==> src/rtl/sparse_stream_feeder_if.sv <==
`timescale 1ns/1ps
`default_nettype none
// ============================================================================
//  Module   : sparse_stream_feeder_if
//  Purpose  : Bundles the dense-load handshake and the sparse (value, index)
//             stream of sparse_stream_feeder into one interface.
//  Signals  : i_valid/i_ready/i_data  - dense element handshake (producer side)
//             o_data/o_index          - streamed pair toward the edge PE
//             o_busy/o_done           - feeder activity / terminator pulse
//  Modports : slave  - the feeder's view
//             master - the producer/consumer view (testbench, upstream logic)
//  Revision : 1.0 - initial release
// ============================================================================
interface sparse_stream_feeder_if #(
  parameter int DATA_WIDTH = 8,
  parameter int INDEX_SIZE = 3
);
  logic                  i_valid;
  logic                  i_ready;
  logic [DATA_WIDTH-1:0] i_data;
  logic [DATA_WIDTH-1:0] o_data;
  logic [INDEX_SIZE-1:0] o_index;
  logic                  o_busy;
  logic                  o_done;

  modport slave (
    input  i_valid, i_data,
    output i_ready, o_data, o_index, o_busy, o_done
  );

  modport master (
    output i_valid, i_data,
    input  i_ready, o_data, o_index, o_busy, o_done
  );
endinterface
`default_nettype wire

==> src/rtl/sparse_stream_feeder.sv <==
`timescale 1ns/1ps
`default_nettype none
// ============================================================================
//  Module   : sparse_stream_feeder
//  Purpose  : Loads one dense vector of N = 2^INDEX_SIZE elements, compacts
//             the nonzero elements into a buffer, waits SKEW cycles and then
//             streams them as (value, index) pairs, ascending index, one per
//             cycle, followed by a zero terminator with a one-cycle o_done.
//  Ports    : clk  - clock, all logic on posedge
//             rst  - synchronous active-high reset
//             bus  - sparse_stream_feeder_if.slave:
//                    i_valid/i_ready/i_data dense input handshake,
//                    o_data/o_index stream pair (0 = none / terminator),
//                    o_busy (SKEW/STREAM/TERM), o_done (terminator pulse)
//  Revision : 1.0 - initial release
// ============================================================================
module sparse_stream_feeder #(
  parameter int DATA_WIDTH = 8,
  parameter int INDEX_SIZE = 3,
  parameter int SKEW       = 0
) (
  input  wire logic              clk,
  input  wire logic              rst,
  sparse_stream_feeder_if.slave  bus
);

  localparam int N  = 1 << INDEX_SIZE;
  localparam int EW = INDEX_SIZE + DATA_WIDTH;

  localparam logic [1:0] S_LOAD   = 2'd0;
  localparam logic [1:0] S_SKEW   = 2'd1;
  localparam logic [1:0] S_STREAM = 2'd2;
  localparam logic [1:0] S_TERM   = 2'd3;

  localparam logic [3:0]            SKEW_LAST = (SKEW > 0) ? 4'(SKEW - 1) : 4'd0;
  localparam logic [INDEX_SIZE-1:0] LAST_BEAT = INDEX_SIZE'(N - 1);

  logic [1:0]            state_q, state_d;
  logic [INDEX_SIZE-1:0] wr_ptr_q, wr_ptr_d;
  logic [INDEX_SIZE-1:0] rd_ptr_q, rd_ptr_d;
  logic [INDEX_SIZE:0]   nz_cnt_q, nz_cnt_d;
  logic [3:0]            skew_cnt_q, skew_cnt_d;

  // Compacted entries {index, value}; not reset, only entries below nz_cnt are read.
  logic [EW-1:0]         buffer_q [N];

  logic                  ready_w;
  logic                  accept_w;
  logic                  beat_nz_w;
  logic [INDEX_SIZE:0]   nz_after_w;
  logic [INDEX_SIZE:0]   rd_inc_w;
  logic [EW-1:0]         entry_w;

  logic [DATA_WIDTH-1:0] o_data_q, o_data_d;
  logic [INDEX_SIZE-1:0] o_index_q, o_index_d;
  logic                  o_busy_q, o_busy_d;
  logic                  o_done_q, o_done_d;

  assign accept_w   = bus.i_valid && ready_w;
  assign beat_nz_w  = |bus.i_data;
  assign nz_after_w = nz_cnt_q + {{INDEX_SIZE{1'b0}}, beat_nz_w};
  assign rd_inc_w   = {1'b0, rd_ptr_q} + (INDEX_SIZE + 1)'(1);

  // State and counter registers
  always_ff @(posedge clk) begin
    if (rst) begin
      state_q    <= S_LOAD;
      wr_ptr_q   <= '0;
      rd_ptr_q   <= '0;
      nz_cnt_q   <= '0;
      skew_cnt_q <= '0;
    end else begin
      state_q    <= state_d;
      wr_ptr_q   <= wr_ptr_d;
      rd_ptr_q   <= rd_ptr_d;
      nz_cnt_q   <= nz_cnt_d;
      skew_cnt_q <= skew_cnt_d;
    end
  end

  // Compaction write: nonzero beats land at the next free slot, so slot order
  // equals arrival order, which is ascending index order.
  always_ff @(posedge clk) begin
    if (accept_w && beat_nz_w) begin
      buffer_q[nz_cnt_q[INDEX_SIZE-1:0]] <= {wr_ptr_q, bus.i_data};
    end
  end

  // Next-state logic
  always_comb begin
    state_d    = state_q;
    wr_ptr_d   = wr_ptr_q;
    rd_ptr_d   = rd_ptr_q;
    nz_cnt_d   = nz_cnt_q;
    skew_cnt_d = skew_cnt_q;
    case (state_q)
      S_LOAD: begin
        if (accept_w) begin
          wr_ptr_d = wr_ptr_q + INDEX_SIZE'(1);
          nz_cnt_d = nz_after_w;
          if (wr_ptr_q == LAST_BEAT) begin
            rd_ptr_d   = '0;
            skew_cnt_d = '0;
            if (SKEW > 0)             state_d = S_SKEW;
            else if (nz_after_w != 0) state_d = S_STREAM;
            else                      state_d = S_TERM;
          end
        end
      end
      S_SKEW: begin
        if (skew_cnt_q == SKEW_LAST) begin
          state_d = (nz_cnt_q != 0) ? S_STREAM : S_TERM;
        end else begin
          skew_cnt_d = skew_cnt_q + 4'd1;
        end
      end
      S_STREAM: begin
        // rd_ptr names the entry currently on the outputs
        if (rd_inc_w < nz_cnt_q) rd_ptr_d = rd_ptr_q + INDEX_SIZE'(1);
        else                     state_d  = S_TERM;
      end
      default: begin
        state_d  = S_LOAD;
        wr_ptr_d = '0;
        nz_cnt_d = '0;
      end
    endcase
  end

  // Output logic: outputs are registered, so the next values are decoded
  // from the next state and next read pointer.
  always_comb begin
    ready_w   = (state_q == S_LOAD) && !rst;
    o_data_d  = '0;
    o_index_d = '0;
    o_busy_d  = (state_d != S_LOAD);
    o_done_d  = (state_d == S_TERM);
    // Entering STREAM straight from LOAD with an empty buffer means the only
    // entry is the beat being accepted now; it is not in the buffer yet.
    if ((state_q == S_LOAD) && (nz_cnt_q == 0)) entry_w = {wr_ptr_q, bus.i_data};
    else                                        entry_w = buffer_q[rd_ptr_d];
    if (state_d == S_STREAM) begin
      o_index_d = entry_w[EW-1:DATA_WIDTH];
      o_data_d  = entry_w[DATA_WIDTH-1:0];
    end
  end

  always_ff @(posedge clk) begin
    if (rst) begin
      o_data_q  <= '0;
      o_index_q <= '0;
      o_busy_q  <= 1'b0;
      o_done_q  <= 1'b0;
    end else begin
      o_data_q  <= o_data_d;
      o_index_q <= o_index_d;
      o_busy_q  <= o_busy_d;
      o_done_q  <= o_done_d;
    end
  end

  assign bus.i_ready = ready_w;
  assign bus.o_data  = o_data_q;
  assign bus.o_index = o_index_q;
  assign bus.o_busy  = o_busy_q;
  assign bus.o_done  = o_done_q;

endmodule
`default_nettype wire
==> src/flat_wrapper.sv <==
// flat-port wrapper written by rule: the top's interface ports become plain ports
module sparse_stream_feeder_flat 
#(
  parameter int DATA_WIDTH = 8,
  parameter int INDEX_SIZE = 3,
  parameter int SKEW       = 0
)
  (clk, rst, bus_i_valid, bus_i_data, bus_i_ready, bus_o_data, bus_o_index, bus_o_busy, bus_o_done);
  sparse_stream_feeder_if #(.DATA_WIDTH(DATA_WIDTH), .INDEX_SIZE(INDEX_SIZE)) bus_i ();
  input  wire logic clk;
  input  wire logic rst;
  input wire logic [$bits(bus_i.i_valid)-1:0] bus_i_valid;
  input wire logic [$bits(bus_i.i_data)-1:0] bus_i_data;
  output wire logic [$bits(bus_i.i_ready)-1:0] bus_i_ready;
  output wire logic [$bits(bus_i.o_data)-1:0] bus_o_data;
  output wire logic [$bits(bus_i.o_index)-1:0] bus_o_index;
  output wire logic [$bits(bus_i.o_busy)-1:0] bus_o_busy;
  output wire logic [$bits(bus_i.o_done)-1:0] bus_o_done;
  assign bus_i.i_valid = bus_i_valid;
  assign bus_i.i_data = bus_i_data;
  assign bus_i_ready = bus_i.i_ready;
  assign bus_o_data = bus_i.o_data;
  assign bus_o_index = bus_i.o_index;
  assign bus_o_busy = bus_i.o_busy;
  assign bus_o_done = bus_i.o_done;
  sparse_stream_feeder #(.DATA_WIDTH(DATA_WIDTH), .INDEX_SIZE(INDEX_SIZE), .SKEW(SKEW)) u_core (.clk(clk), .rst(rst), .bus(bus_i));
endmodule
==> config.mk <==
export PLATFORM = sky130hd
export DESIGN_NAME = sparse_stream_feeder_flat
export DESIGN_NICKNAME = d
export VERILOG_FILES = /design/src/rtl/sparse_stream_feeder_if.sv /design/src/rtl/sparse_stream_feeder.sv /design/src/flat_wrapper.sv
export SDC_FILE = /design/constraint.sdc
export NUM_CORES = 1
export LEC_CHECK = 0
export ABC_AREA = 1
export CORE_MARGIN = 4
export CORE_UTILIZATION = 65
export DETAILED_ROUTE_END_ITERATION = 16
export GPL_ROUTABILITY_DRIVEN = 0
export PLACE_DENSITY = 0.88
export SYNTH_ARGS = -nofsm -noshare
export SYNTH_HDL_FRONTEND = slang
export SYNTH_SLANG_ARGS = --single-unit
==> constraint.sdc <==
create_clock -name clk -period 4.3 [get_ports clk]
set_input_delay 0.645 -clock clk [delete_from_list [all_inputs] [get_ports clk]]
set_output_delay 0.645 -clock clk [all_outputs]
set_load 0.02 [all_outputs]
# After elaboration in Yosys (flattened, before gate mapping)

Memory sizes are Yosys's and may differ from the RTL's.
Index checks and enable logic that the tools add are counted.
Widths: inputs -> output; s select.

Output and inout port bits: 14
Flip-flop bits (word level): 29
RAM bits: 88
Bits in latches: 0
Bits of input ports: 11
ROM bits: 0
Memories kept: 1

Memory list:

| memory          | depth | bits a word | read ports | clocked after memory_dff | write ports | RTL line                   | RTL |
|---|---|---|---|---|---|---|---|
| u_core.buffer_q | 8     | 11          | 1          | 0                        | 1           | sparse_stream_feeder.sv:45 | `logic [EW-1:0] buffer_q [N];` |

Add/subtract/negate cells: 5
$lt $le $gt $ge: 1
Muxes and demuxes: 22
Equal/unequal tests: 8
Bitwise operators: 2
Reductions and logical operators: 17
Div/mod/pow operators: 0
Multiply operators: 0
Shifts and indexed selects: 0

Operator list:

| operator            | number |
|---|---|
| $mux 4              | 4 |
| $pmux 4 s2          | 2 |
| $mux 3              | 4 |
| $pmux 3 s2          | 2 |
| $mux 11             | 1 |
| $logic_not 4->1     | 2 |
| $mux 2              | 4 |
| $reduce_bool 4->1   | 2 |
| $reduce_or 8->1     | 1 |
| $add 3x1->3 const B | 2 |
| $eq 2x2->1 const B  | 3 |
| $pmux 2 s3          | 1 |
| $add 3x1->4 const B | 1 |
| $add 4x1->4         | 1 |
| $add 4x1->4 const B | 1 |
| $logic_and 1x1->1   | 4 |
| $lt 4x4->1          | 1 |
| $mux 1              | 4 |
| $ne 2x1->1 const B  | 2 |
| $reduce_and 4->1    | 1 |
| $reduce_bool 2->1   | 2 |
| $reduce_or 2->1     | 2 |
| $eq 3x3->1 const B  | 1 |
| $eq 2x1->1 const B  | 1 |
| other kinds (5)     | 6 |

# Depth between registers and ports, before layout

Depth after elaboration: 10
Depth in mapped cells: 18
Depth with buffers taken out: 17

# Worst setup path after synthesis

OpenSTA, ideal clock, no wires.

Path kind: input port to flip-flop
From: in bus_i_data[0]
To: reg u_core.o_data_q[0] (netlist: u_core.bus.o_data[0])
Arrival time: 2.342 ns
Cell stages on the path: 14
Required time: 4.244 ns
Path slack: 1.902 ns
Path buffers: 1
Library setup time: 0.056 ns
Path through: nor4_1 > nand2_1 > ha_1 > ha_1 > xor2_1 > nor3_1 > nand3b_1 > nand3_1 > a21oi_1 > nand2_1 > buf_2 > nor2_1 > nand2_1 > inv_1

Word-level cells in the longest chain between the ends: 10
Elaborated cells between the ends (all ways): 11

Ends and longest elaborated chain:

| element                   | RTL line                    | RTL |
|---|---|---|
| start, declared           | flat_wrapper.sv:13          | `input wire logic [$bits(bus_i.i_data)-1:0] bus_i_data;` |
| $reduce_or 8->1           | sparse_stream_feeder.sv:60  | `assign beat_nz_w = \|bus.i_data;` |
| $add 4x1->4               | sparse_stream_feeder.sv:61  | `assign nz_after_w = nz_cnt_q + {{INDEX_SIZE{1'b0}}, beat_nz_w};` |
| $reduce_bool 4->1         | sparse_stream_feeder.sv:105 | `else if (nz_after_w != 0) state_d = S_STREAM;` |
| $mux 1                    | sparse_stream_feeder.sv:105 |  |
| $mux 2                    | sparse_stream_feeder.sv:101 | `if (wr_ptr_q == LAST_BEAT) begin` |
| $mux 2                    | sparse_stream_feeder.sv:98  | `if (accept_w) begin` |
| $pmux 2 s3                | sparse_stream_feeder.sv:96  | `case (state_q)` |
| $eq 2x2->1                | sparse_stream_feeder.sv:142 | `if (state_d == S_STREAM) begin` |
| $not 1->1 (no line)       | n/a                         |  |
| $reduce_or 2->1 (no line) | n/a                         |  |
| end signal, assigned      | sparse_stream_feeder.sv:155 | `o_data_q <= o_data_d;` |
| end, declared             | sparse_stream_feeder.sv:54  | `logic [DATA_WIDTH-1:0] o_data_q, o_data_d;` |

Parallel ways exist; a longest one is shown, timed or not.
A chain may end at the register's enable or synchronous reset.

# Final worst setup path

From: reg u_core.rd_ptr_q[0]
To: reg u_core.o_index_q[0] (netlist: u_core.bus.o_index[0])

Word-level cells in the longest chain between the ends: 7
Elaborated cells between the ends (all ways): 14

Ends and longest elaborated chain:

| element                                                              | RTL line                    | RTL |
|---|---|---|
| start, declared                                                      | sparse_stream_feeder.sv:40  | `logic [INDEX_SIZE-1:0] rd_ptr_q, rd_ptr_d;` |
| start signal, assigned                                               | sparse_stream_feeder.sv:75  | `rd_ptr_q <= rd_ptr_d;` |
| parallel branches: the longest is 7 deep, another holds $mem_v2 8x11 | n/a                         |  |
| end signal, assigned                                                 | sparse_stream_feeder.sv:156 | `o_index_q <= o_index_d;` |
| end, declared                                                        | sparse_stream_feeder.sv:55  | `logic [INDEX_SIZE-1:0] o_index_q, o_index_d;` |

Parallel ways; which one is timed is not known.

==> results.md <==
* Post-Place Cells at 620
* Worst hold start: u_core.skew_cnt_q[0]$_SDFFE_PP0P_
* Syn nets at 531
* Worst Setup Path Type: flop to flop
* Final setup TNS at 0 ns
* Most common cell in the synthesized netlist: nand3_1
* Hold Path End: u_core.skew_cnt_q[0]$_SDFFE_PP0P_
* PwrDens at 721 nW/um^2
* Max-Cap Viols at 0
* Fin crit period at 3.40 ns
* Post-synth top area share at 0.497
* Rows at 32
* Detail Route Antenna Nets at 0
* RSZ-0062 raised after global routing: no
* Nets at 563
* Initial antenna violation count at 0
* Number of CTS-inserted buffers at 17
* # DRC at 0
* Endpoints failing hold at 0
* I/O Buffers at 24
* Vias per std cell at 6.39
* I/O pins at 25
* Storage element area at 3220 um^2
* Syn Inst Count at 505
* Yosys cell types at 38
* Cells resized by post-CTS repair at 0
* Arr. time, crit path at 3.88 ns
* Main synth FF type: edfxtp_1
* Crit Path Max Fanout at 12
* Non-Filler Instances at 652
* Die Wd at 98.5 um
* Seq/Total Area, Yosys at 0.606
* Initial core utilization at 0.678
* Synth-to-Final Area Change at 16.0%
* Fin util at 0.786
* Worst Skew at 0.00747 ns
* Status: finished, final reports clean
* # Post-CTS Setup Buffers at 0
* Pins Over Slew Limit at 0
* First DRT Iteration DRCs at 576
* Relative max-transition margin at 0.261
* Endpoints failing setup at 0
* Wire per inst at 21.3 um
* Core Area at 7850 um^2
* Critical path launch point type: flop
* CTS H-tree depth at 4
* Post-synth top cells: 107 x nand3_1, 91 x nand2_1, 88 x edfxtp_1, 44 x nor2_1, 33 x inv_1
* Hold_buf cts at 0
* Worst R2R End: u_core.bus.o_index[0]$_SDFF_PP0_
* Achievable Freq at 294 MHz
* Routed wire length at 13.9 mm
* Number of synthesized flops with an enable pin at 88
* Clk slew on worst S/H paths at 0.06 ns
* Main area contributors after synthesis: edfxtp_1 50%, dfxtp_1 11%, nand3_1 10%
* Synth Warn # at 0
* Asr flop ratio synth at 0
* GR Util All Layers at 0.301
* Worst R2R Setup Slack at 0.90 ns
* Deepest clock path buffer count at 2
* Die area at 9700 um^2
* Worst slew pin tran at 1.11 ns
* Multi-input combinational cell area at 1790 um^2
* Overflow left after global routing at 0
* Worst hold-check path type: flop to flop
* Synthesized area at 5320 um^2
* CTS tree: done
* Post-synth top area cell: edfxtp_1
* FF-to-FF path depth at 17
* Final Power at 4450 uW
* First-pass GRT wire length at 21.8 mm
* Critical R2R Launch: u_core.rd_ptr_q[0]$_SDFF_PP0_
* Antenna diodes at 0
* Filler cells at 455
* Setup crit end kind: flop
* Clock sinks at 117
* Fin crit share at 0.792
* Later-pin clock latency in the skew report at 0.53 ns
* DP Wirelength at 7.92 mm
* First-pass iteration count of the detailed router at 6
* Largest net degree at the start of global routing at 35
* Fraction of layout cells with a size suffix above 1 at 0.145
* Synth Register Bits at 117
* VDD IR max at 492 uV
* Mean Syn Cell Area at 10.5 um^2
* Vias at 4164
* Clock root cell: clkbuf_8
* WHS Path Cells at 1
* Vias in the first global route at 4115
* Req. time, crit path at 4.78 ns
* Leakage at 0.00245 uW
* DIE HEIGHT at 98.5 um
layout make-up:
type / instances / area share
inverter: 37 / 0.0229
clock inverter: 14 / 0.0223
sequential: 117 / 0.522
multi-input combinational: 328 / 0.291
clock buffer: 18 / 0.0677
tap: 102 / 0.0207
timing repair buffer: 36 / 0.0535
kinds of logic (layout without fill, tap and decap cells):
logic type                 count (synthesis)  after routing  share of synthesized area
buffers and inverters                     60            105                     0.0574
and+or+nand+nor                          281            281                      0.264
AOI/OAI and AO/OA                         29             29                     0.0332
adders and majority gates                 15             15                     0.0353
DFF                                      117            117                      0.606
xor gates and xnor gates                   3              3                    0.00494
flip-flops by register name (all words and copies together), names as in the netlist:
register,cells
u_core.rd_ptr_q,3
u_core.bus.o_data,8
u_core.state_q,2
u_core.bus.o_index,3
u_core.bus.o_done,1
u_core.bus.o_busy,1
u_core.skew_cnt_q,4
u_core.buffer_q,88
u_core.nz_cnt_q,4
u_core.wr_ptr_q,3
stage by stage:
step                setup WS [ns]  cell area [um^2]  hold WS, ns
CTS                          1.03              6170        0.486
global route                0.647              6170        0.534
floorplan                    1.90              5320        0.447
global placement            0.826              5620        0.469
detailed placement          0.724              5620        0.473
finish                      0.896              6170        0.485
power by group:
| group | total, uW | switching (uW) | internal (uW) |
|---|---|---|---|
| logic | 1650 | 1130 | 516 |
| clock network | 1310 | 499 | 815 |
| registers | 1490 | 105 | 1380 |
how the worst max path moves through the flow:
| stage | slack [ns] | from | endpoint |
|---|---|---|---|
| 2_1_floorplan | 1.90 | bus_i_data[0] | u_core.bus.o_data[0]$_SDFF_PP0_ |
| 3_3_place_gp | 0.83 | rst | u_core.bus.o_index[2]$_SDFF_PP0_ |
| 3_5_place_dp | 0.72 | rst | u_core.bus.o_data[5]$_SDFF_PP0_ |
| 4_1_cts | 1.03 | u_core.rd_ptr_q[0]$_SDFF_PP0_ | u_core.bus.o_index[0]$_SDFF_PP0_ |
| 5_1_grt | 0.65 | u_core.rd_ptr_q[0]$_SDFF_PP0_ | u_core.bus.o_data[1]$_SDFF_PP0_ |
| 6_report | 0.90 | u_core.rd_ptr_q[0]$_SDFF_PP0_ | u_core.bus.o_index[0]$_SDFF_PP0_ |
worst max-delay path, cell delays in order, from the launching register on:
cell,delay [ns]
dfxtp_1,0.37
ha_1,0.24
xnor2_1,0.22
inv_1,0.08
ha_1,0.28
nand2_1,0.07
inv_1,0.04
nand2_2,0.08
nand2_1,0.15
nand2_1,0.11
nand3_1,0.41
nand2_1,0.68
nand2_1,0.10
nand3_1,0.12
nand3_1,0.14
nand3_1,0.13
nand2_1,0.08
inv_1,0.06
routing by layer:
layer  vias to the layer above  track usage  routed length [um]
li1                       1824            -                   -
met1                      1963        0.371                4800
met2                       308        0.497                6980
met3                        69       0.0807                1540
met4                         0        0.141                 536
met5                         -            0                   0
placed cells by master (no fill, tap or decap), drive strengths merged:
cell,instances
a211oi,1
a21oi,12
a22oi,3
a31oi,2
buf,12
bufinv,2
clkbuf,18
clkdlybuf4s50,24
clkinv,7
clkinvlp,6
dfxtp,29
edfxtp,88
ha,15
inv,36
nand2,95
nand3,131
nand3b,1
nand4,1
nor2,48
nor3,2
nor4,2
o211a,1
o211ai,1
o21ai,8
o32ai,1
or2,1
xnor2,1
xor2,2
Note: power is estimated with default switching activity, not from simulation.
